`src/rtl/ltc2666_spi_responder.sv`:
```
// LTC2666-16 SPI responder: oversampled mode-0 slave that decodes 24-bit
// command frames into shadow input/DAC registers for 8 channels and echoes
// the previous legal frame on SDO.
module ltc2666_spi_responder #(
  parameter int unsigned SYNC_STAGES = 2,
  parameter logic [15:0] RESET_CODE  = 16'h8000,
  parameter int unsigned FRAME_BITS  = 24
) (
  input  logic               clk,
  input  logic               rst,
  input  logic               sck,
  input  logic               cs_n,
  input  logic               sdi,
  output logic               sdo,
  output logic signed [15:0] dac [0:7],
  output logic [7:0]         pd,
  output logic               frame_valid,
  output logic [3:0]         frame_cmd,
  output logic [3:0]         frame_addr,
  output logic [15:0]        frame_data,
  output logic               frame_err,
  output logic [7:0]         err_count
);

  localparam int unsigned NCH       = 8;
  localparam int unsigned WORD_BITS = 24;

  typedef enum logic [1:0] {
    ST_IDLE,
    ST_SHIFT,
    ST_DONE
  } state_e;

  // Synchronizer chains; the newest sample enters at bit 0.
  logic [SYNC_STAGES-1:0] sck_sync_q, sck_sync_d;
  logic [SYNC_STAGES-1:0] cs_sync_q, cs_sync_d;
  logic [SYNC_STAGES-1:0] sdi_sync_q, sdi_sync_d;
  logic                   sck_prev_q, cs_prev_q;

  logic sck_s, cs_s, sdi_s;
  logic sck_rise, sck_fall, cs_fall, cs_rise;

  state_e               state_q, state_d;
  logic [4:0]           bit_cnt_q, bit_cnt_d;
  logic [WORD_BITS-1:0] shift_q, shift_d;
  logic [WORD_BITS-1:0] sdo_shift_q, sdo_shift_d;
  logic [WORD_BITS-1:0] echo_q, echo_d;
  logic [15:0]          in_q [NCH];
  logic [15:0]          in_d [NCH];
  logic [15:0]          dac_q [NCH];
  logic [15:0]          dac_d [NCH];
  logic [7:0]           pd_q, pd_d;
  logic                 frame_valid_q, frame_valid_d;
  logic                 frame_err_q, frame_err_d;
  logic [3:0]           frame_cmd_q, frame_cmd_d;
  logic [3:0]           frame_addr_q, frame_addr_d;
  logic [15:0]          frame_data_q, frame_data_d;
  logic [7:0]           err_count_q, err_count_d;

  logic [3:0]  w_cmd;
  logic [3:0]  w_addr;
  logic [15:0] w_data;
  logic [2:0]  ch;
  logic        single_ok;

  // Next value of the synchronizer chains.
  always_comb begin
    sck_sync_d = {sck_sync_q[SYNC_STAGES-2:0], sck};
    cs_sync_d  = {cs_sync_q[SYNC_STAGES-2:0], cs_n};
    sdi_sync_d = {sdi_sync_q[SYNC_STAGES-2:0], sdi};
  end

  // Edge detection on the synchronized pins; sck edges only count while selected.
  always_comb begin
    sck_s    = sck_sync_q[SYNC_STAGES-1];
    cs_s     = cs_sync_q[SYNC_STAGES-1];
    sdi_s    = sdi_sync_q[SYNC_STAGES-1];
    sck_rise = sck_s & ~sck_prev_q & ~cs_s;
    sck_fall = ~sck_s & sck_prev_q & ~cs_s;
    cs_fall  = ~cs_s & cs_prev_q;
    cs_rise  = cs_s & ~cs_prev_q;
  end

  // Frame FSM, shifters and command decode.
  always_comb begin
    // NOTE: every signal written here gets a default first so no path leaves it unassigned, which would infer a latch.
    state_d       = state_q;
    bit_cnt_d     = bit_cnt_q;
    shift_d       = shift_q;
    sdo_shift_d   = sdo_shift_q;
    echo_d        = echo_q;
    pd_d          = pd_q;
    frame_valid_d = 1'b0;
    frame_err_d   = 1'b0;
    frame_cmd_d   = frame_cmd_q;
    frame_addr_d  = frame_addr_q;
    frame_data_d  = frame_data_q;
    err_count_d   = err_count_q;
    for (int i = 0; i < NCH; i++) begin
      in_d[i]  = in_q[i];
      dac_d[i] = dac_q[i];
    end

    // NOTE: combinational logic uses blocking '=' so later statements see the updated values.
    w_cmd     = shift_q[23:20];
    w_addr    = shift_q[19:16];
    w_data    = shift_q[15:0];
    ch        = w_addr[2:0];
    single_ok = ~w_addr[3];

    unique case (state_q)
      ST_IDLE: begin
        if (cs_fall) begin
          state_d     = ST_SHIFT;
          bit_cnt_d   = '0;
          shift_d     = '0;
          sdo_shift_d = echo_q;
        end
      end

      ST_SHIFT: begin
        if (cs_rise) begin
          state_d = ST_DONE;
        end else begin
          if (sck_rise) begin
            shift_d = {shift_q[WORD_BITS-2:0], sdi_s};
            if (bit_cnt_q != 5'd31) bit_cnt_d = bit_cnt_q + 5'd1;
          end
          if (sck_fall) sdo_shift_d = {sdo_shift_q[WORD_BITS-2:0], 1'b0};
        end
      end

      ST_DONE: begin
        state_d     = ST_IDLE;
        sdo_shift_d = '0;
        if (bit_cnt_q == 5'(FRAME_BITS)) begin
          frame_valid_d = 1'b1;
          frame_cmd_d   = w_cmd;
          frame_addr_d  = w_addr;
          frame_data_d  = w_data;
          echo_d        = shift_q;
          unique case (w_cmd)
            4'b0000: if (single_ok) in_d[ch] = w_data;
            4'b1000: for (int i = 0; i < NCH; i++) in_d[i] = w_data;
            4'b0001: if (single_ok) begin
              dac_d[ch] = in_q[ch];
              pd_d[ch]  = 1'b0;
            end
            4'b1001: begin
              for (int i = 0; i < NCH; i++) dac_d[i] = in_q[i];
              pd_d = 8'h00;
            end
            4'b0011: if (single_ok) begin
              in_d[ch]  = w_data;
              dac_d[ch] = w_data;
              pd_d[ch]  = 1'b0;
            end
            4'b1010: begin
              for (int i = 0; i < NCH; i++) begin
                in_d[i]  = w_data;
                dac_d[i] = w_data;
              end
              pd_d = 8'h00;
            end
            4'b0100: if (single_ok) pd_d[ch] = 1'b1;
            4'b0101: pd_d = 8'hFF;
            default: ;
          endcase
        end else begin
          frame_err_d = 1'b1;
          if (err_count_q != 8'hFF) err_count_d = err_count_q + 8'd1;
        end
        // A new frame may start while the previous one is being retired;
        // it echoes the word captured in this same cycle.
        if (cs_fall) begin
          state_d     = ST_SHIFT;
          bit_cnt_d   = '0;
          shift_d     = '0;
          sdo_shift_d = echo_d;
        end
      end

      default: state_d = ST_IDLE;
    endcase
  end

  // State and register bank, cleared by the asynchronous reset.
  always_ff @(posedge clk or negedge rst) begin
    // NOTE: sequential state uses non-blocking '<=' so all flops update together at the edge.
    if (!rst) begin
      sck_sync_q    <= '0;
      cs_sync_q     <= '1;
      sdi_sync_q    <= '0;
      sck_prev_q    <= 1'b0;
      cs_prev_q     <= 1'b1;
      state_q       <= ST_IDLE;
      bit_cnt_q     <= '0;
      shift_q       <= '0;
      sdo_shift_q   <= '0;
      echo_q        <= '0;
      pd_q          <= 8'h00;
      frame_valid_q <= 1'b0;
      frame_err_q   <= 1'b0;
      frame_cmd_q   <= '0;
      frame_addr_q  <= '0;
      frame_data_q  <= '0;
      err_count_q   <= '0;
      // NOTE: the channel arrays are small flop banks, not RAM, so they are reset like any other state.
      for (int i = 0; i < NCH; i++) begin
        in_q[i]  <= RESET_CODE;
        dac_q[i] <= RESET_CODE;
      end
    end else begin
      sck_sync_q    <= sck_sync_d;
      cs_sync_q     <= cs_sync_d;
      sdi_sync_q    <= sdi_sync_d;
      sck_prev_q    <= sck_s;
      cs_prev_q     <= cs_s;
      state_q       <= state_d;
      bit_cnt_q     <= bit_cnt_d;
      shift_q       <= shift_d;
      sdo_shift_q   <= sdo_shift_d;
      echo_q        <= echo_d;
      pd_q          <= pd_d;
      frame_valid_q <= frame_valid_d;
      frame_err_q   <= frame_err_d;
      frame_cmd_q   <= frame_cmd_d;
      frame_addr_q  <= frame_addr_d;
      frame_data_q  <= frame_data_d;
      err_count_q   <= err_count_d;
      for (int i = 0; i < NCH; i++) begin
        in_q[i]  <= in_d[i];
        dac_q[i] <= dac_d[i];
      end
    end
  end

  // Output mapping; the DAC codes are presented as signed values.
  always_comb begin
    sdo         = sdo_shift_q[WORD_BITS-1];
    pd          = pd_q;
    frame_valid = frame_valid_q;
    frame_err   = frame_err_q;
    frame_cmd   = frame_cmd_q;
    frame_addr  = frame_addr_q;
    frame_data  = frame_data_q;
    err_count   = err_count_q;
    for (int i = 0; i < NCH; i++) dac[i] = dac_q[i];
  end

endmodule

```
`config.mk`:
```
export PLATFORM = sky130hd
export DESIGN_NAME = ltc2666_spi_responder
export DESIGN_NICKNAME = d
export VERILOG_FILES = /design/src/rtl/ltc2666_spi_responder.sv
export SDC_FILE = /design/constraint.sdc
export NUM_CORES = 1
export LEC_CHECK = 0
export CAP_MARGIN = 20
export CORE_ASPECT_RATIO = 1.5
export CORE_MARGIN = 2
export CORE_UTILIZATION = 45
export DETAILED_ROUTE_END_ITERATION = 8
export PLACE_DENSITY = 0.65
export SLEW_MARGIN = 20
export SYNTH_ARGS = -nofsm -noshare
export SYNTH_HDL_FRONTEND = slang
export SYNTH_SLANG_ARGS = --single-unit
```
`constraint.sdc`:
```
create_clock -name clk -period 5.1 [get_ports clk]
set_input_delay 0.51 -clock clk [delete_from_list [all_inputs] [get_ports clk]]
set_output_delay 0.51 -clock clk [all_outputs]
set_load 0.05 [all_outputs]
```
==> qor.yml <==
run_status:
  outcome: "completed"
placement:
  placedInstanceArea_um2: 22700
  dp_hpwl_um: 44600
  post-place-ws_ns: 1.76
  numPortBuffers: 175
  gp_congestion: 0.901
synthesis:
  ys_seq_area_share_pct: 46.7
  synth_area_leaders: "dfrtp_1 44%, mux2i_1 7.4%, mux2_2 7.1%"
  synth_cell_types: 70
  syn_area_um2: 20700
  ys_async_sr_fraction_pct: 100
  synth_top_area_share_pct: 44.3
  synthTopCellsByCount: "366 x dfrtp_1, 281 x nand2_1, 263 x a21oi_1, 165 x nor2_1, 154 x mux2i_1"
  synth_edf_count: 0
  synth_top_cell_by_area: "dfrtp_1"
  syn_avg_cell_area_um2: 9.80
  synth.ff_latch_count: 385
  synth_ff_type: "dfrtp_1"
  yosysMostFrequentCell: "dfrtp_1"
  synthCells: 2112
  yosysWarnings: 0
  synth_nets: 2126
power_and_ir_drop:
  combPwrFrac_pct: 12.1
  power.leakage_nw: 10.6
  pwr-share-clk_pct: 43.9
  p_switching_mw: 2.02
  power.internal_mw: 5.30
  p_seq_share_pct: 44.0
  swShare_pct: 27.6
  powerDensity_nw_per_um2: 303
  max-vdd-ir-drop_uv: 310
sta:
  finalSetupViolCount: 0
  hold_viol_final: 0
  setup_tns_ns: 0
  final.setup.worst_slack_ns: 1.68
  slew_viol_final: 0
  fin_crit_sh_pct: 67.0
  rsz0062_at_grt: "no"
  fin_crit_ns: 3.42
  max_slew_margin_pct: 22.7
  worst_pin_slew_ns: 1.15
  max_freq_ghz: 0.293
  clock_skew_ns: 0.0237
floorplan:
  core-area_um2: 45500
  rows: 96
  die-width_um: 179
  start_util_pct: 45.5
  io_pins: 176
  dieArea_um2: 47800
  dieHeight_um: 267
drt:
  drt_wl_total_um: 65500
  dr.first_iter.drc_count: 1622
  vias: 17300
  ant_nets: 0
  wire_per_inst_um: 23.5
  first_pass_iters: 6
  route.detailed.drc: 0
  via_per_inst: 6.20
clock_tree:
  cts_buffers: 40
  cts_tree: "done"
  htreeDepth: 2
  path_clk_slew_ns: 0.06
  clkSinkCount: 385
  clock_latency_ns: 0.55
  cts_root_buf: "clkbuf_16"
  post_cts_buffers: 0
  ctsLongestPathBuffers: 3
global_routing:
  globalRouteOverflowTotal: 0
  grt_pass1_wl_um: 101000
  grt_usage_pct: 27.4
  grt_pass1_vias: 17100
  antenna_found_initial: 0
  grt_max_degree: 145
finish:
  fin_area_um2: 24200
  area_growth_pct: 16.8
  diodes: 0
  drive_gt1_share_pct: 13.6
  final_core_util_pct: 53.1
  finalNetCount: 2180
setup_path:
  path_class: "reg2reg"
  endpoint_kind: "register"
  required_ns: 5.53
  worst-path-max-fanout: 67
  arrival_ns: 3.84
  cp-start-kind: "register"
hold_path:
  min_path_type: "reg2reg"
flow_run:
  drv_cap: 0
## final cells by class
type	instances	area, um^2
Multi-Input combinational cell	1502	10100
Inverter	14	52.6
Timing Repair Buffer	223	2180
Clock inverter	16	270
Fill cell	4064	21300
Clock buffer	55	1150
Sequential cell	385	9660
Tap cell	588	736
## metrics by stage
stage                     power (mW)  instances  hold WS [ns]
after floorplan                 3.81       2112         0.214
after global placement          4.13       2709         0.335
after detailed placement        4.15       2710         0.335
after CTS                       7.35       2782         0.345
after global routing            7.56       2783         0.356
final                           7.32       2783         0.341
## metal layers
layer | vias to the layer above | track usage (%) | wire length, um
li1 | 7770 | - | -
met1 | 8576 | 35.7 | 26600
met2 | 734 | 43.9 | 31300
met3 | 173 | 4.59 | 4390
met4 | 0 | 13.8 | 3290
met5 | - | 0 | 0
## power by group through the flow
stage	clock [mW]	sequential, mW	combinational, mW
CTS	3.26	3.21	0.881
floorplan	0	3.24	0.574
global placement	0	3.26	0.865
global route	3.38	3.23	0.956
detailed placement	0	3.27	0.878
finish	3.21	3.22	0.882
## layout by cell type (no fill, tap or decap), types with 6 or more instances in the layout
master	instances
dfrtp_1	363
and2_1	12
o21ai_0	25
clkbuf_8	7
a2111oi_4	8
mux2_1	8
a22o_1	27
nor2b_1	6
o221ai_1	23
bufinv_16	7
clkbuf_1	7
a31oi_1	65
nand3_1	12
o31ai_1	24
o22ai_1	51
inv_1	12
nor2_1	165
a221oi_1	15
nand3b_1	7
mux2i_1	154
clkbuf_16	41
ha_1	8
clkdlybuf4s50_1	174
nand2_1	281
a21oi_1	263
o22a_1	91
o21a_1	27
mux2_2	130
and3b_1	6
a21o_1	7
nor3_1	8
dfstp_2	19
buf_4	43
## flip-flops by register name, indices dropped and copies added, names as in the netlist, 2 cells and up
signal       flops
frame_cmd        4
shift_q         24
dac            128
sdo_shift_q     24
frame_data      16
in_q           128
frame_addr       4
echo_q          24
cs_sync_q        2
err_count        8
pd               8
sck_sync_q       2
sdi_sync_q       2
bit_cnt_q        5
state_q          2
## final timing paths
kind	from	endpoint	slack (ns)	depth (start not counted)
max in group asynchronous	rst	in_q[71]	3.28	3
worst min-delay path	sck_sync_q[0]	sck_sync_q[1]	0.34	0
worst max-delay path	shift_q[22]	dac[66]	1.68	5
worst min register to register	sck_sync_q[0]	sck_sync_q[1]	0.34	0
worst max register to register	shift_q[22]	dac[66]	1.68	5
min in group asynchronous	rst	dac[14]	0.54	2
## cells by family (layout without fill, tap and decap cells)
logic type | count (synthesis) | in the layout | share of synthesized area, %
compound gates | 662 | 662 | 21.8
xor+xnor | 8 | 8 | 0.429
fa+ha+maj | 9 | 9 | 0.544
buf+inv | 225 | 308 | 4.67
flops | 385 | 385 | 46.7
mux | 292 | 292 | 15.0
simple gates | 531 | 531 | 10.9
## worst max-delay path: stages (launching register included)
cell and delay, ns:
dfrtp_1 1.08, nand4bb_4 0.30, buf_4 0.60, buf_4 0.73, o221ai_1 0.26, o22a_1 0.21
## repair_timing
| item | CTS | global route |
|---|---|---|
| gates resized for setup | 0 | 0 |
| hold buffers | 1 | 0 |
| endpoints found under the hold margin | 71 | 0 |
Power figures use the tool's default switching activity.
